**src/rtl/rtc_read_sequencer.sv**
```systemverilog
// rtl/rtc_read_sequencer.sv - periodic six-register RTC read sweep with atomic snapshot commit
module rtc_read_sequencer #(
    parameter int         TICK_DIV = 50_000_000,
    parameter int         TIMEOUT  = 255,
    parameter logic [7:0] ADDR_SEC = 8'h21
) (
    input  logic       clk,
    input  logic       reset,
    input  logic       enable,
    output logic       rd_start,
    output logic [7:0] rd_addr,
    input  logic       rd_done,
    input  logic [7:0] rd_data,
    output logic [7:0] sec,
    output logic [7:0] min,
    output logic [7:0] hour,
    output logic [7:0] day,
    output logic [7:0] month,
    output logic [7:0] year,
    output logic       snap_valid,
    output logic       busy,
    output logic       err
);
    localparam int TW = $clog2(TICK_DIV);
    localparam int WW = $clog2(TIMEOUT) + 1;
    localparam logic [TW-1:0] TICK_LAST = TW'(TICK_DIV - 1);
    localparam logic [WW-1:0] WAIT_LAST = WW'(TIMEOUT - 1);
    localparam logic [2:0]    IDX_LAST  = 3'd5;

    typedef enum logic [2:0] {
        S_IDLE,
        S_ISSUE,
        S_WAIT,
        S_NEXT,
        S_COMMIT
    } state_t;

    state_t        state, state_d;
    logic [2:0]    idx, idx_d;
    logic [WW-1:0] wait_cnt, wait_d;
    logic [TW-1:0] tick_cnt;
    logic          pending;
    logic          tick_wrap;
    logic          take_pending;
    logic          capture;
    logic          commit;
    logic          timeout_hit;
    logic [7:0]    shadow [6];

    assign tick_wrap  = enable && (tick_cnt == TICK_LAST);
    // Gated by reset so a request never leaks out on the cycle the sweep is being killed.
    assign rd_start   = (state == S_ISSUE) && reset;
    assign snap_valid = (state == S_COMMIT);
    assign busy       = (state != S_IDLE);

    always_comb begin
        state_d      = state;
        idx_d        = idx;
        wait_d       = wait_cnt;
        take_pending = 1'b0;
        capture      = 1'b0;
        commit       = 1'b0;
        timeout_hit  = 1'b0;
        case (state)
            S_IDLE: begin
                if (pending) begin
                    take_pending = 1'b1;
                    idx_d        = 3'd0;
                    state_d      = S_ISSUE;
                end
            end
            S_ISSUE: begin
                wait_d  = '0;
                state_d = S_WAIT;
            end
            S_WAIT: begin
                if (rd_done) begin
                    capture = 1'b1;
                    state_d = S_NEXT;
                end else if (wait_cnt == WAIT_LAST) begin
                    timeout_hit = 1'b1;
                    state_d     = S_IDLE;
                end else begin
                    wait_d = wait_cnt + WW'(1);
                end
            end
            S_NEXT: begin
                if (idx == IDX_LAST) begin
                    commit  = 1'b1;
                    state_d = S_COMMIT;
                end else begin
                    idx_d   = idx + 3'd1;
                    state_d = S_ISSUE;
                end
            end
            S_COMMIT: state_d = S_IDLE;
            default:  state_d = S_IDLE;
        endcase
    end

    always_ff @(posedge clk) begin
        if (capture) begin
            shadow[idx] <= rd_data;
        end
    end

    always_ff @(posedge clk) begin
        if (!reset) begin
            state    <= S_IDLE;
            idx      <= 3'd0;
            wait_cnt <= '0;
            tick_cnt <= '0;
            pending  <= 1'b0;
            rd_addr  <= 8'h00;
            sec      <= 8'h00;
            min      <= 8'h00;
            hour     <= 8'h00;
            day      <= 8'h00;
            month    <= 8'h00;
            year     <= 8'h00;
            err      <= 1'b0;
        end else begin
            state    <= state_d;
            idx      <= idx_d;
            wait_cnt <= wait_d;
            if (enable) begin
                tick_cnt <= tick_wrap ? '0 : tick_cnt + TW'(1);
            end
            // A wrap coinciding with consumption re-arms, so that tick is not lost.
            pending <= tick_wrap | (pending & ~take_pending);
            if (state_d == S_ISSUE) begin
                rd_addr <= ADDR_SEC + {5'd0, idx_d};
            end
            if (timeout_hit) begin
                err <= 1'b1;
            end
            // Outputs load on entry to COMMIT so they change in the snap_valid cycle.
            if (commit) begin
                sec   <= shadow[0];
                min   <= shadow[1];
                hour  <= shadow[2];
                day   <= shadow[3];
                month <= shadow[4];
                year  <= shadow[5];
                err   <= 1'b0;
            end
        end
    end
endmodule

```
**config.mk**
```make
export PLATFORM = sky130hd
export DESIGN_NAME = rtc_read_sequencer
export DESIGN_NICKNAME = d
export VERILOG_FILES = /design/src/rtl/rtc_read_sequencer.sv
export SDC_FILE = /design/constraint.sdc
export NUM_CORES = 1
export LEC_CHECK = 0
export BUFFER_PORTS_ARGS = -buffer_cell sky130_fd_sc_hd__buf_4
export CORE_MARGIN = 4
export CORE_UTILIZATION = 25
export CTS_CLUSTER_DIAMETER = 200
export DETAILED_ROUTE_END_ITERATION = 8
export GPL_TIMING_DRIVEN = 0
export REMOVE_ABC_BUFFERS = 1
export SLEW_MARGIN = 20
export SYNTH_ARGS = -nofsm -noshare
export SYNTH_HDL_FRONTEND = slang
export SYNTH_SLANG_ARGS = --single-unit
```
**constraint.sdc**
```tcl
create_clock -name clk -period 2.8 [get_ports clk]
set_input_delay 0.14 -clock clk [delete_from_list [all_inputs] [get_ports clk]]
set_output_delay 0.14 -clock clk [all_outputs]
set_load 0.02 [all_outputs]
```
==> results_dict.tcl <==
set metrics [dict create \
    yosysTopAreaCell "dfxtp_1" \
    period_minus_slack_ps 2460 \
    ios 72 \
    drc_errors 0 \
    final.setup.worst_slack_ps 344 \
    grt-ovfl-total 0 \
    post-dp-hpwl_um 8430 \
    cts_setup_buffers 0 \
    clk_latency_ps 420 \
    dieWidth_um 158 \
    core_area_um2 21900 \
    antenna_found_initial 0 \
    vias 4168 \
    yosys_warnings 0 \
    status "complete, no violations" \
    grt_pass1_wl_um 20100 \
    yosysSeqAreaShare 0.601 \
    leakagePower_uw 0.00248 \
    syn_area_um2 5590 \
    layout-drive-gt1-share 0.191 \
    cts_root_buf "clkbuf_16" \
    min_period_over_period 0.877 \
    via_per_inst 4.56 \
    holdPathStages 3 \
    fin_nets 639 \
    max-clock-path-buffers 2 \
    grt_pass1_vias 3839 \
    combPwrFrac 0.015 \
    ir_drop_mv 0.414 \
    die_h_um 158 \
    grt_max_degree 65 \
    synth_flop_cell "dfxtp_1" \
    place_congestion 0.792 \
    cap_violations 0 \
    areaGrowthSynthToFinish_pct 27.6 \
    cts_max_level 4 \
    worstPathRequired_ps 3140 \
    dr.pass1.iters 4 \
    ys_async_sr_fraction 0 \
    utilization 0.326 \
    p_switching_uw 970 \
    startpoint_type "register" \
    ys_types 55 \
    initial_core_util 0.255 \
    arrival_ps 2800 \
    synth_seq_cells 144 \
    synth-edff-count 48 \
    row_count 54 \
    first_iter_violations 313 \
    crit_fanout 9 \
    cts_sinks 144 \
    clk_pin_slew_ps 70 \
    setup_viol 0 \
    fill_cells 2252 \
    worst_pin_slew_ps 987 \
    reg2reg_depth 10 \
    switching_share 0.208 \
    slew_violations 0 \
    hold_slack_ps 37.0 \
    p_seq_frac 0.464 \
    postCtsResizedCells 0 \
    fp.dieArea_um2 24800 \
    wire_per_inst_um 13.7 \
    ant_nets 0 \
    grt.total_usage 0.103 \
    worstSetupPathType "reg -> reg" \
    p_per_area_nw_per_um2 654 \
    finalClockSkew_ps 11.6 \
    finalHoldViolations 0 \
    port_buffers 68 \
    cts_tree "built" \
    place_ws_ps 345 \
    max_freq_mhz 407 \
    yosys-top-cells-area "dfxtp_1 (34%), edfxtp_1 (26%), nand2_1 (7.9%)" \
    cts_made_buffers 17 \
    diodes 0 \
    synthCells 549 \
    hp-class "in -> reg" \
    end_kind "register" \
    p_int_uw 3700 \
    rsz0062_at_grt "no" \
    clkPwrFrac 0.521 \
    relSlewSlack 0.339 \
    synth_top_area_frac 0.344 \
    postSynthAreaPerCell_um2 10.2 \
    drt_wl_total_um 12500 \
]
-- cell usage after synthesis (3+ instances only) --
library cell,n
nand4_1,11
buf_2,9
buf_4,6
o31ai_1,10
nor2_1,26
inv_1,8
nor3_1,7
buf_6,3
edfxtp_1,48
o311ai_0,3
ha_1,6
nand2_1,118
a31oi_1,3
and3_1,7
a21oi_1,75
xnor2_1,4
dfxtp_1,96
and4_1,5
nand3_1,15
o21ai_0,8
clkbuf_1,12
nand2b_1,6
xor2_1,12
or3_1,6
or4_1,9
-- metal layers --
metal	wire length, um	GRT usage
met1	5760	0.132
met2	5780	0.162
met3	746	0.0357
met4	246	0.0385
met5	0	0
-- cell type report --
class	count	area, um2	share of cell area
flip-flops and latches	144	3360	0.471
inverters	9	36.3	0.00509
clock buffers	19	433	0.0607
repair buffers	82	692	0.0970
multi-input cells	367	2060	0.289
well taps	280	350	0.0491
clock inverters	13	200	0.0281
-- worst paths after layout --
kind           from     endpoint  slack [ps]
max reg2reg  idx[0]   rd_addr[2]         340
min reg2reg  sec[5]       sec[5]         450
min          enable  tick_cnt[1]          40
max          idx[0]   rd_addr[2]         340
-- placed cells by master, fill, tap and decap left out, types with 11 or more instances in the layout --
cell	Yosys	final
a21oi_1	75	75
buf_4	6	70
clkbuf_16	0	17
dfxtp_1	96	96
edfxtp_1	48	48
nand2_1	118	118
nand3_1	15	14
nand4_1	11	11
nor2_1	26	26
xor2_1	12	12
-- through the flow --
step	cells	power (uW)	TNS, ps	area (um2)
floorplan	520	2230	0	5430
finish	914	4670	0	7130
CTS	914	4710	0	7130
detailed placement	874	2270	0	6420
global route	914	4810	0	7130
global placement	868	2270	-20440	6290
-- critical path: stages, from the launching register on --
cell     delay [ps]
dfxtp_1         480
ha_1            270
nand2_1         130
a31oi_1         400
nor2_1          160
a21oi_1         180
ha_1            210
xnor2_1         140
mux2i_1         200
nand2_1          70
a31oi_1         150
-- flip-flops by register name (all words and copies together) (netlist names) --
register,flops
day,8
err,1
hour,8
idx,3
min,8
month,8
pending,1
rd_addr,5
sec,8
shadow,48
state,3
tick_cnt,26
wait_cnt,9
year,8
-- power groups by stage --
stage | registers [uW] | logic [uW] | clock network, uW
after floorplan | 2210 | 24.7 | 0
after global placement | 2210 | 58.8 | 0
after detailed placement | 2210 | 62.8 | 0
after CTS | 2160 | 72.7 | 2480
after global routing | 2160 | 79.0 | 2570
final | 2160 | 70.9 | 2430
-- repair_timing --
action / in CTS / in global routing
hold buffers: 8 / 0
endpoints found under the setup margin: 0 / 0
endpoints found under the hold margin: 48 / 0
-- cells by family (layout without fill, tap and decap cells) --
kind of cell,count (synthesis),count (layout),share of synthesized area
other,1,3,0.000671
multiplexers,1,1,0.00179
buffers and inverters,40,123,0.0369
XOR/XNOR,16,16,0.0251
AND/OR/NAND/NOR,230,230,0.203
AO/OA/AOI/OAI,111,111,0.117
flip-flops,144,144,0.601
adder cells (fa/ha/maj),6,6,0.0134
No activity file was read; power rests on OpenSTA's default activity.
